### src/rtl/mult_operand_feeder.sv
// Purpose : queues operand pairs and feeds them one at a time to a sequential
//           multiplier, returning each product (or a timeout marker) with a tag.
// Latency : push -> mul_start two edges later when idle; mul_ready -> res_valid
//           next cycle; result accept -> next mul_start next cycle.
// Backpr. : in_ready drops while the operand FIFO is full; a held result stalls
//           further issue until res_ready accepts it.
//
// Ports:
//   clk_in, rst_in               clock (rising edge), async active-high reset
//   in_valid/in_ready/in_x/in_y  operand pair input handshake
//   mul_x/mul_y/mul_start        registered operands and one-cycle start pulse
//   mul_ready/mul_product        multiplier completion and product
//   res_valid/res_ready          result handshake
//   res_data/res_tag/res_err     product (0 on timeout), issue tag, timeout flag
//   err_sticky                   any timeout since reset
module mult_operand_feeder #(
  parameter int OPERAND_W = 4,
  parameter int PROD_W    = 8,
  parameter int DEPTH     = 4,
  parameter int TIMEOUT   = 16
) (
  input  logic                 clk_in,
  input  logic                 rst_in,
  input  logic                 in_valid,
  output logic                 in_ready,
  input  logic [OPERAND_W-1:0] in_x,
  input  logic [OPERAND_W-1:0] in_y,
  output logic [OPERAND_W-1:0] mul_x,
  output logic [OPERAND_W-1:0] mul_y,
  output logic                 mul_start,
  input  logic                 mul_ready,
  input  logic [PROD_W-1:0]    mul_product,
  output logic                 res_valid,
  input  logic                 res_ready,
  output logic [PROD_W-1:0]    res_data,
  output logic [1:0]           res_tag,
  output logic                 res_err,
  output logic                 err_sticky
);

  localparam int AW = $clog2(DEPTH);
  localparam int CW = AW + 1;
  localparam int TW = (TIMEOUT > 2) ? $clog2(TIMEOUT) : 1;

  typedef enum logic [1:0] {S_IDLE, S_ISSUE, S_WAIT, S_HOLD} state_t;

  state_t state_q, state_d;

  logic [2*OPERAND_W-1:0] mem_q [DEPTH];
  logic [AW-1:0]          wr_ptr_q, wr_ptr_d;
  logic [AW-1:0]          rd_ptr_q, rd_ptr_d;
  logic [CW-1:0]          count_q, count_d;
  logic [1:0]             tag_q, tag_d;
  logic [1:0]             res_tag_q, res_tag_d;
  logic [TW-1:0]          timer_q, timer_d;
  logic [OPERAND_W-1:0]   mul_x_q, mul_x_d;
  logic [OPERAND_W-1:0]   mul_y_q, mul_y_d;
  logic [PROD_W-1:0]      res_data_q, res_data_d;
  logic                   res_err_q, res_err_d;
  logic                   err_sticky_q, err_sticky_d;

  logic                   push;
  logic                   pop;
  logic                   fifo_nonempty;
  logic                   timer_expired;
  logic [OPERAND_W-1:0]   head_x;
  logic [OPERAND_W-1:0]   head_y;

  assign fifo_nonempty = (count_q != '0);
  assign push          = in_valid && in_ready;
  assign pop           = (state_q == S_ISSUE);
  assign timer_expired = (timer_q == TW'(TIMEOUT - 1));
  assign {head_x, head_y} = mem_q[rd_ptr_q];

  // State register
  always_ff @(posedge clk_in or posedge rst_in) begin
    if (rst_in) begin
      state_q <= S_IDLE;
    end else begin
      state_q <= state_d;
    end
  end

  // Next-state logic. Leaving HOLD looks at the count before any push that
  // lands on the same edge, so a just-arriving pair waits one IDLE cycle.
  always_comb begin
    state_d = state_q;
    case (state_q)
      S_IDLE:  if (fifo_nonempty) state_d = S_ISSUE;
      S_ISSUE: state_d = S_WAIT;
      S_WAIT:  if (mul_ready || timer_expired) state_d = S_HOLD;
      S_HOLD:  if (res_ready) state_d = fifo_nonempty ? S_ISSUE : S_IDLE;
      default: state_d = S_IDLE;
    endcase
  end

  // Outputs
  always_comb begin
    mul_start  = (state_q == S_ISSUE);
    res_valid  = (state_q == S_HOLD);
    in_ready   = (count_q != CW'(DEPTH));
    mul_x      = mul_x_q;
    mul_y      = mul_y_q;
    res_data   = res_data_q;
    res_tag    = res_tag_q;
    res_err    = res_err_q;
    err_sticky = err_sticky_q;
  end

  // Datapath next-state
  always_comb begin
    wr_ptr_d     = wr_ptr_q;
    rd_ptr_d     = rd_ptr_q;
    count_d      = count_q;
    tag_d        = tag_q;
    res_tag_d    = res_tag_q;
    timer_d      = timer_q;
    mul_x_d      = mul_x_q;
    mul_y_d      = mul_y_q;
    res_data_d   = res_data_q;
    res_err_d    = res_err_q;
    err_sticky_d = err_sticky_q;

    if (push) wr_ptr_d = wr_ptr_q + AW'(1);
    if (pop)  rd_ptr_d = rd_ptr_q + AW'(1);

    case ({push, pop})
      2'b10:   count_d = count_q + CW'(1);
      2'b01:   count_d = count_q - CW'(1);
      default: count_d = count_q;
    endcase

    // Operands are captured on the way into ISSUE so they are already valid
    // alongside the start pulse; the head is popped at the end of ISSUE.
    if (state_d == S_ISSUE) begin
      mul_x_d = head_x;
      mul_y_d = head_y;
    end

    if (state_q == S_ISSUE) begin
      res_tag_d = tag_q;
      tag_d     = tag_q + 2'd1;
      timer_d   = '0;
    end

    // A product arriving on the final timer cycle takes priority over timeout.
    if (state_q == S_WAIT) begin
      if (mul_ready) begin
        res_data_d = mul_product;
        res_err_d  = 1'b0;
      end else if (timer_expired) begin
        res_data_d   = '0;
        res_err_d    = 1'b1;
        err_sticky_d = 1'b1;
      end else begin
        timer_d = timer_q + TW'(1);
      end
    end
  end

  always_ff @(posedge clk_in or posedge rst_in) begin
    if (rst_in) begin
      wr_ptr_q     <= '0;
      rd_ptr_q     <= '0;
      count_q      <= '0;
      tag_q        <= '0;
      res_tag_q    <= '0;
      timer_q      <= '0;
      mul_x_q      <= '0;
      mul_y_q      <= '0;
      res_data_q   <= '0;
      res_err_q    <= 1'b0;
      err_sticky_q <= 1'b0;
    end else begin
      wr_ptr_q     <= wr_ptr_d;
      rd_ptr_q     <= rd_ptr_d;
      count_q      <= count_d;
      tag_q        <= tag_d;
      res_tag_q    <= res_tag_d;
      timer_q      <= timer_d;
      mul_x_q      <= mul_x_d;
      mul_y_q      <= mul_y_d;
      res_data_q   <= res_data_d;
      res_err_q    <= res_err_d;
      err_sticky_q <= err_sticky_d;
    end
  end

  // Storage needs no reset: entries are only read once the count covers them.
  always_ff @(posedge clk_in) begin
    if (push) mem_q[wr_ptr_q] <= {in_x, in_y};
  end

endmodule

### config.mk
export PLATFORM = sky130hd
export DESIGN_NAME = mult_operand_feeder
export DESIGN_NICKNAME = d
export VERILOG_FILES = /design/src/rtl/mult_operand_feeder.sv
export SDC_FILE = /design/constraint.sdc
export NUM_CORES = 1
export LEC_CHECK = 0
export BUFFER_PORTS_ARGS = -buffer_cell sky130_fd_sc_hd__buf_4
export CORE_ASPECT_RATIO = 0.9
export CORE_MARGIN = 1.5
export CORE_UTILIZATION = 50
export DETAILED_ROUTE_END_ITERATION = 8
export GPL_TIMING_DRIVEN = 1
export PLACE_DENSITY_LB_ADDON = 0.08
export SLEW_MARGIN = 20
export SYNTH_ARGS = -nofsm -noshare
export SYNTH_HDL_FRONTEND = slang
export SYNTH_SLANG_ARGS = --single-unit
### constraint.sdc
create_clock -name clk_in -period 3.3 [get_ports clk_in]
set_input_delay 0.66 -clock clk_in [delete_from_list [all_inputs] [get_ports clk_in]]
set_output_delay 0.66 -clock clk_in [all_outputs]
set_load 0.02 [all_outputs]
Word-level counts from Yosys, hierarchy flattened. Memory sizes are Yosys's and may differ from the RTL's. A register that Yosys moved wholly into a read port is not among the register bits. Cells that the tools add are included.

Logic and storage cells: 50. Memories: 1. Memory bits (writable): 32. Output and inout bits: 23. Bits in registers: 27.

Equality and inequality tests: 8. Mux-type cells: 16. Reduce and logical (&&, ||, !) cells: 8. $add $sub $neg: 6. Bitwise logic cells: 1.

Memories: mem_q (depth 4, bits a word 8, rd ports 1, clocked after Yosys merged registers in 1, wr ports 1, line 49) `logic [2*OPERAND_W-1:0] mem_q [DEPTH];`.

Operators by type and width (number): 4-bit two-way mux (4); 8-bit two-way mux (2); 2-bit case mux with 4 select lines (1); 2-bit by 1-bit adder with 2-bit output (second input constant) (3); 2-bit by 1-bit == test with 1-bit output (second input constant) (3); 2-bit == test (second input constant) (3); 2-bit two-way mux (3); 3-bit case mux with 2 select lines (1); 1-bit two-way mux (5); 4-bit by 1-bit adder with 4-bit output (second input constant) (1); 4-bit == test (second input constant) (1); 2-bit nonzero test (2); 3-bit by 1-bit adder with 3-bit output (second input constant) (1); 3-bit != test (second input constant) (1); 3-bit AND reduction (1); 3-bit nonzero test (1); 3-bit by 1-bit subtractor with 3-bit output (second input constant) (1); 2-bit zero test (1); 2-bit AND reduction (1); 1-bit logical AND (1); 1-bit logical OR (1); 1-bit inverter (1).

Logic depth before layout (Yosys ltp). Gate-level depths: netlist (run 1).

Word-level depth: 5. Gate-level depth with buffers: 9. Mapped depth without buffers: 9.

Worst setup path after synthesis (run 1). OpenSTA, ideal clock, no wires.

Kind: register to register. From: register count_q[0]. To: register count_q[2]. Slack: 1184 ps. Cell stages (with the launch flop): 10. Required time: 3221 ps. Clock period less this slack: 2116 ps. Path buffers: 0. Arrival time: 2037 ps. Cells stage by stage: dfrtp_1 > or3b_4 > and2_4 > inv_1 > ha_1 > inv_1 > fa_1 > xor2_1 > nor2_1 > xor2_1.

Word-level cells in the longest chain between the ends: 4. Elaborated cells on any way between the ends: 8.

Ends and longest elaborated chain: start, declared (line 52) `logic [CW-1:0] count_q, count_d;`; start signal, assigned (line 177) `count_q <= count_d;`; 3-bit != test (*) (line 101) `in_ready = (count_q != CW'(DEPTH));`; via in_ready (line 25) `output logic in_ready,`; 1-bit logical AND (*) (line 70) `assign push = in_valid && in_ready;`; 2-bit by 1-bit == test with 1-bit output / 2-bit == test (equally long branches) (line 127) `case ({push, pop})`; 3-bit case mux with 2 select lines / 2-bit nonzero test (equally long branches).

The timed path passes the listed nets; every way through them passes the cells marked *. A chain may end at the register's enable or synchronous reset.

Final worst setup path (run 1).
From: register count_q[0]. To: register count_q[2].

Word-level cells in the longest chain between the ends: 4. Elaborated cells on any way between the ends: 8.

Ends and longest elaborated chain (line): 3-bit != test (101); 1-bit logical AND (70); 2-bit by 1-bit == test with 1-bit output / 2-bit == test (equally long branches) (127); 3-bit case mux with 2 select lines / 2-bit nonzero test (equally long branches).

Several ways; a longest one is shown, not always the timed one.

==> results of run 1 <==
tightest hold or removal path, delay by kind of cell:
| kind | cells | cell delay (ps) |
|---|---|---|
| buf+inv | 3 | 540 |
cells by family after synthesis:
logic type      after synthesis  synth area share
mux                          18             0.110
compound gates               25            0.0730
buf+inv                      19            0.0320
xor+xnor                      8            0.0252
fa+ha+maj                     7            0.0342
simple gates                 30            0.0640
flops                        67             0.661
power breakdown:
group / total [µW] / internal, µW / switching (µW)
Clock: 782 / 493 / 289
Sequential: 1380 / 1160 / 215
Combinational: 1160 / 591 / 574
through the flow:
stage          cell area (µm²)   util  instances  setup WS [ps]
6_report                  3380  0.635        294           1030
5_1_grt                   3380  0.635        294            900
4_1_cts                   3380  0.635        294           1030
3_5_place_dp              3150  0.592        278           1050
3_3_place_gp              3150  0.592        278           1200
2_1_floorplan             2780      -        174           1180
state kept, by name (all words and copies together), names as in the netlist, 3 cells and up:
signal	flops
mem_q	32
res_data	8
timer_q	4
mul_x	4
mul_y	4
count_q	3
cell usage in the layout, fill, tap and decap left out, types with 4 or more instances in the layout:
| cell | n |
|---|---|
| a22o_1 | 8 |
| buf_4 | 44 |
| clkbuf_8 | 9 |
| ha_1 | 6 |
| dfrtp_1 | 35 |
| nand2_1 | 9 |
| edfxtp_1 | 32 |
| inv_1 | 12 |
| mux2_2 | 8 |
| mux4_2 | 5 |
| and3_2 | 4 |
| a21oi_1 | 4 |
| xnor2_1 | 6 |
layer usage:
layer,GRT usage,part of all wire
met5,0,0
met4,0.0651,0.0068
met3,0.0671,0.040
met2,0.324,0.52
met1,0.242,0.43
layout make-up:
type	instances	area, µm²
clock buffer	9	124
clock inverter	7	106
fill	400	1940
inverter	12	45.0
multi-input combinational	88	852
sequential	67	1840
tap	67	83.8
timing repair buffer	44	330
path summary, 6_finish.rpt:
path	slack [ps]	endpoint	cells after the start
worst max-delay path	1030	count_q[2]	9
worst min-delay path	430	res_data[2]	3
worst max register to register	1030	count_q[2]	9
worst min register to register	480	err_sticky	1
max in group asynchronous	2540	mul_x[2]	3
min in group clk_in	480	err_sticky	1
==> metrics.txt, run 1 <==
global route overflow 0; gpl congestion 0.710; crit-path cells or3b_4 > and2_4 > inv_1 > ha_1 > inv_1 > fa_1 > xor2_1 > nor2_1 > xor2_1; DR DRC count 0; Tot GR Track Use 0.196; count leader, synth dfrtp_1; clk_skew around 9.5 ps; Gates resized, CTS repair 0; max_slew headroom 0.600; Final ANT Viol Nets 0; final setup vio count 0; port buffer count between 40 and 50; Crit path required time 3540 ps; status finished clean; register bit total from synthesis between 60 and 70; fin crit period between 2000 and 2500 ps; syn_area_per_cell about 16 µm²; Worst Hold Class input pin to asynchronous set/reset pin; crit path DAT ~2500 ps; average wire per standard cell ~17 µm; delay-heaviest family, CP simple AND/OR/NAND/NOR gates; largest net degree at the start of global routing 36; row cnt 25; CTS Buf Count 9; Post-synth EDFFs 32; endpoint type of the worst setup path register; vias in the first global route 1697; antenna violations before repair 0; Final nets 250; Ys Warns 0; VDD IR max 0.000546 V; Final Max Slew Viols 0; R2R Path Start count_q[0]; DRT iter0 DRCs between 60 and 70; Die X between 80 and 90 µm; first-pass GRT wire length between 8000 and 9000 µm; antenna cells 0; Clock Path Buffers 2; Power, Total approximately 3300 µW; drt pass-1 iters 4; final worst-path cycle share 0.687; IO Pins 44; CP max FO 6; routed wire length ~5000 µm; Post-Syn Nets approximately 200; number of hold buffers added after cts 0; final hold slack around 430 ps; # clock sinks 67; Synth cell types 44; MaxCap Viol Count 0; RSZ-0062 raised after global routing false; worst-margin pin slew 600 ps; fmax between 0.4 and 0.5 GHz; average vias per placed instance 5.49; layout cell share with drive strength beyond 1 0.361; Yosys top cell by area edfxtp_1; post-synth top area share 0.346; routed via count 1614; CTS tree done; buffer and inverter count on the worst path 2; Post-Synthesis Cell Area between 0.002 and 0.003 mm²; insertion delay to the later sink of the worst-skew pair roughly 330 ps; die area 0.00601 mm²; post-synthesis cell count approximately 170; Starting Density 0.522; Chip Height 73.7 µm; endpoints failing hold 0; Post-synth top cells dfrtp_1 (35), edfxtp_1 (32), inv_1 (12), nand2_1 (9); worst setup path startpoint count_q[0]; CTS root buf clkbuf_8; pwr dens roughly 1000 mW/mm²; Area growth syn-to-layout 21.6%; Slowest cell on crit path or3b_4; crit path kind register to register; dpl hpwl about 3500 µm; CTS H-Tree Depth 3; Leakage 0.00146 µW; Primary FF master, synth dfrtp_1; ys async rst share 0.522; Worst-path clk slew about 70 ps; worst stage delay on the critical path between 400 and 500 ps; crit path launch type register; Synth area leaders edfxtp_1 (35%), dfrtp_1 (32%), mux4_2 (4.1%); sequential share of the synthesized area 0.661; Post-CTS Setup Bufs 0; core region area approximately 0.0053 mm²; setup TNS 0 ps
No activity file was read; power rests on OpenSTA's default activity.
==> inputs of run 2 (changes only) <==
clock period = 2.3 ns   (was 3.3 ns; I/O delays follow)
==> run 2 against run 1 <==
Design area fell by 0.81%. Highest routed layer unchanged. Largest cell class unchanged. Largest power group unchanged. Critical path type unchanged. Core utilization fell by 0.52 points. Total power rose by 39%. Critical path depth did not move. Worst hold slack got worse by 200 ps. Routed wire length rose by 0.64%.
==> metrics.txt, run 2 (synthesis results as in run 1) <==
commonest non-fill, non-tap cell in the layout buf_4 (unchanged); final setup vio count 0 (unchanged); antenna cells 0 (unchanged); fmax 0.461 GHz (was 0.441 GHz); DRT iter0 DRCs 66 (was 65); setup TNS 0 ps (unchanged); Die X 81.6 µm (unchanged); routed via count 1602 (was 1614); clk_skew 9.19 ps (was 9.46 ps); Clock Path Buffers 2 (unchanged); crit-path cells or3b_4 > and2_4 > inv_1 > ha_1 > inv_1 > fa_1 > xor2_1 > nor2_1 > xor2_1 (unchanged); Final nets 252 (was 250); # clock sinks 67 (unchanged); worst stage delay on the critical path 420 ps (was 440 ps); insertion delay to the later sink of the worst-skew pair 340 ps (was 330 ps); MaxCap Viol Count 0 (unchanged); CTS tree done (unchanged); average vias per placed instance 5.41 (was 5.49); combinational share of power 0.368 (was 0.350); port buffer count 43 (unchanged); Final Max Slew Viols 0 (unchanged); first-pass GRT wire length 8400 µm (was 8330 µm); CTS root buf clkbuf_8 (unchanged); DR DRC count 0 (unchanged); number of hold buffers added after cts 0 (unchanged); Biggest register mem_q (unchanged); status finished clean (unchanged); RSZ-0062 raised after global routing false (unchanged); Power, Total 4610 µW (was 3320 µW); endpoints failing hold 0 (unchanged); Clock power frac 0.202 (was 0.235); final worst-path cycle share 0.942 (was 0.687); crit path kind register to register (unchanged); Int Pwr 3060 µW (was 2250 µW); Worst Hold Class input pin to asynchronous set/reset pin (unchanged); buffer and inverter count on the worst path 2 (unchanged); worst-margin pin slew 593 ps (was 600 ps); GRT met1 Usage 0.251 (was 0.242); Most Used Layer, Global Route met2 (unchanged); vias in the first global route 1732 (was 1697); endpoint type of the worst setup path register (unchanged); average wire per standard cell 17.4 µm (about the same); core region area 0.00532 mm² (unchanged); max reg flops 32 (unchanged); Gates resized, CTS repair 0 (unchanged); routed wire length 5160 µm (was 5130 µm); global route overflow 0 (unchanged); Starting Density 0.522 (unchanged); Seq pwr share 0.430 (was 0.414); Area growth syn-to-layout 20.6% (was 21.6%); row cnt 25 (unchanged); GR Util met2 0.322 (was 0.324); crit path launch type register (unchanged); layout cell share with drive strength beyond 1 0.362 (was 0.361); IO Pins 44 (unchanged); GR Util met3 0.0683 (was 0.0671); CTS Buf Count 9 (unchanged); die area 0.00601 mm² (unchanged); antenna violations before repair 0 (unchanged); largest net degree at the start of global routing 36 (unchanged); max_slew headroom 0.605 (was 0.600); Crit path required time 2560 ps (was 3540 ps); Leakage 0.00145 µW (was 0.00146 µW); CP max FO 6 (unchanged); commonest cells after routing, fill and taps aside buf_4 (46), dfrtp_1 (35), edfxtp_1 (32) (was buf_4 (44), dfrtp_1 (35), edfxtp_1 (32)); Sw Ratio 0.335 (was 0.324); dpl hpwl 3570 µm (was 3540 µm); VDD IR max 0.000935 V (was 0.000546 V); gpl congestion 0.725 (was 0.710); drt pass-1 iters 4 (unchanged); pwr dens 1370 mW/mm² (was 984 mW/mm²); Worst-path clk slew 60 ps (was 70 ps); Final ANT Viol Nets 0 (unchanged); Fillers 408 (was 400); delay-heaviest family, CP simple AND/OR/NAND/NOR gates (unchanged); crit path DAT 2420 ps (was 2510 ps); Slowest cell on crit path or3b_4 (unchanged); fin crit period 2170 ps (was 2270 ps); CTS H-Tree Depth 3 (unchanged); Post-CTS Setup Bufs 0 (unchanged); Chip Height 73.7 µm (unchanged); Tot GR Track Use 0.201 (was 0.196); total net switching power 1540 µW (was 1080 µW)
run 2: cell types whose count changed in the layout (fill, tap and decap cells not counted), sizes merged:
cell    before  now
clkbuf       9   13
bufinv       3    1
buf         44   46
clkinv       4    2
run 2: power by group through the flow:
| stage | registers, µW | clock network (µW) | logic, µW |
|---|---|---|---|
| 2_1_floorplan | 2040 | 0 | 1090 |
| 3_3_place_gp | 1970 | 0 | 1620 |
| 3_5_place_dp | 2010 | 0 | 1690 |
| 4_1_cts | 1990 | 947 | 1700 |
| 5_1_grt | 2040 | 1010 | 1850 |
| 6_report | 1980 | 932 | 1700 |
run 2: layer usage:
layer / part of all wire / vias to the layer above
met5: 0 / -
met4: 0.011 / 0
met3: 0.037 / 8
met2: 0.51 / 31
met1: 0.44 / 821
li1: - / 742
run 2: worst paths after layout:
check	slack (ps)	to	cells past startpoint	startpoint
setup / recovery	130	count_q[2]	9	count_q[0]
hold / removal	220	res_data[2]	3	rst_in
setup reg to reg	130	count_q[2]	9	count_q[0]
hold reg to reg	470	err_sticky	1	err_sticky
max in group asynchronous	1750	mul_y[0]	3	rst_in
min in group clk_in	320	mem_q[2][1]	1	in_y[1]
run 2: area by class of cell:
class | count | area, µm² | area share
flip-flops and latches | 67 | 1840 | 0.548
multi-input cells | 88 | 852 | 0.254
repair buffers | 46 | 345 | 0.103
clock buffers | 13 | 149 | 0.0444
well taps | 67 | 83.8 | 0.0250
inverters | 12 | 45.0 | 0.0134
clock inverters | 3 | 38.8 | 0.0116
run 2: through the flow:
stage	util	hold WS [ps]	setup WS [ps]	cells	cell area, µm²
after detailed placement	0.593	466	111	279	3160
final	0.630	225	133	296	3350
after global routing	0.630	273	16.1	296	3350
after CTS	0.629	240	93.6	295	3340
after global placement	0.593	458	200	279	3160
after floorplan	-	446	184	174	2780
run 2: worst register-to-register path: cells and delay by family (launching register included):
family	cells	cell delay (ps)
and+or+nand+nor	3	720
xor gates and xnor gates	2	300
adders and majority gates	2	540
buffers and inverters	2	120
DFF	1	410
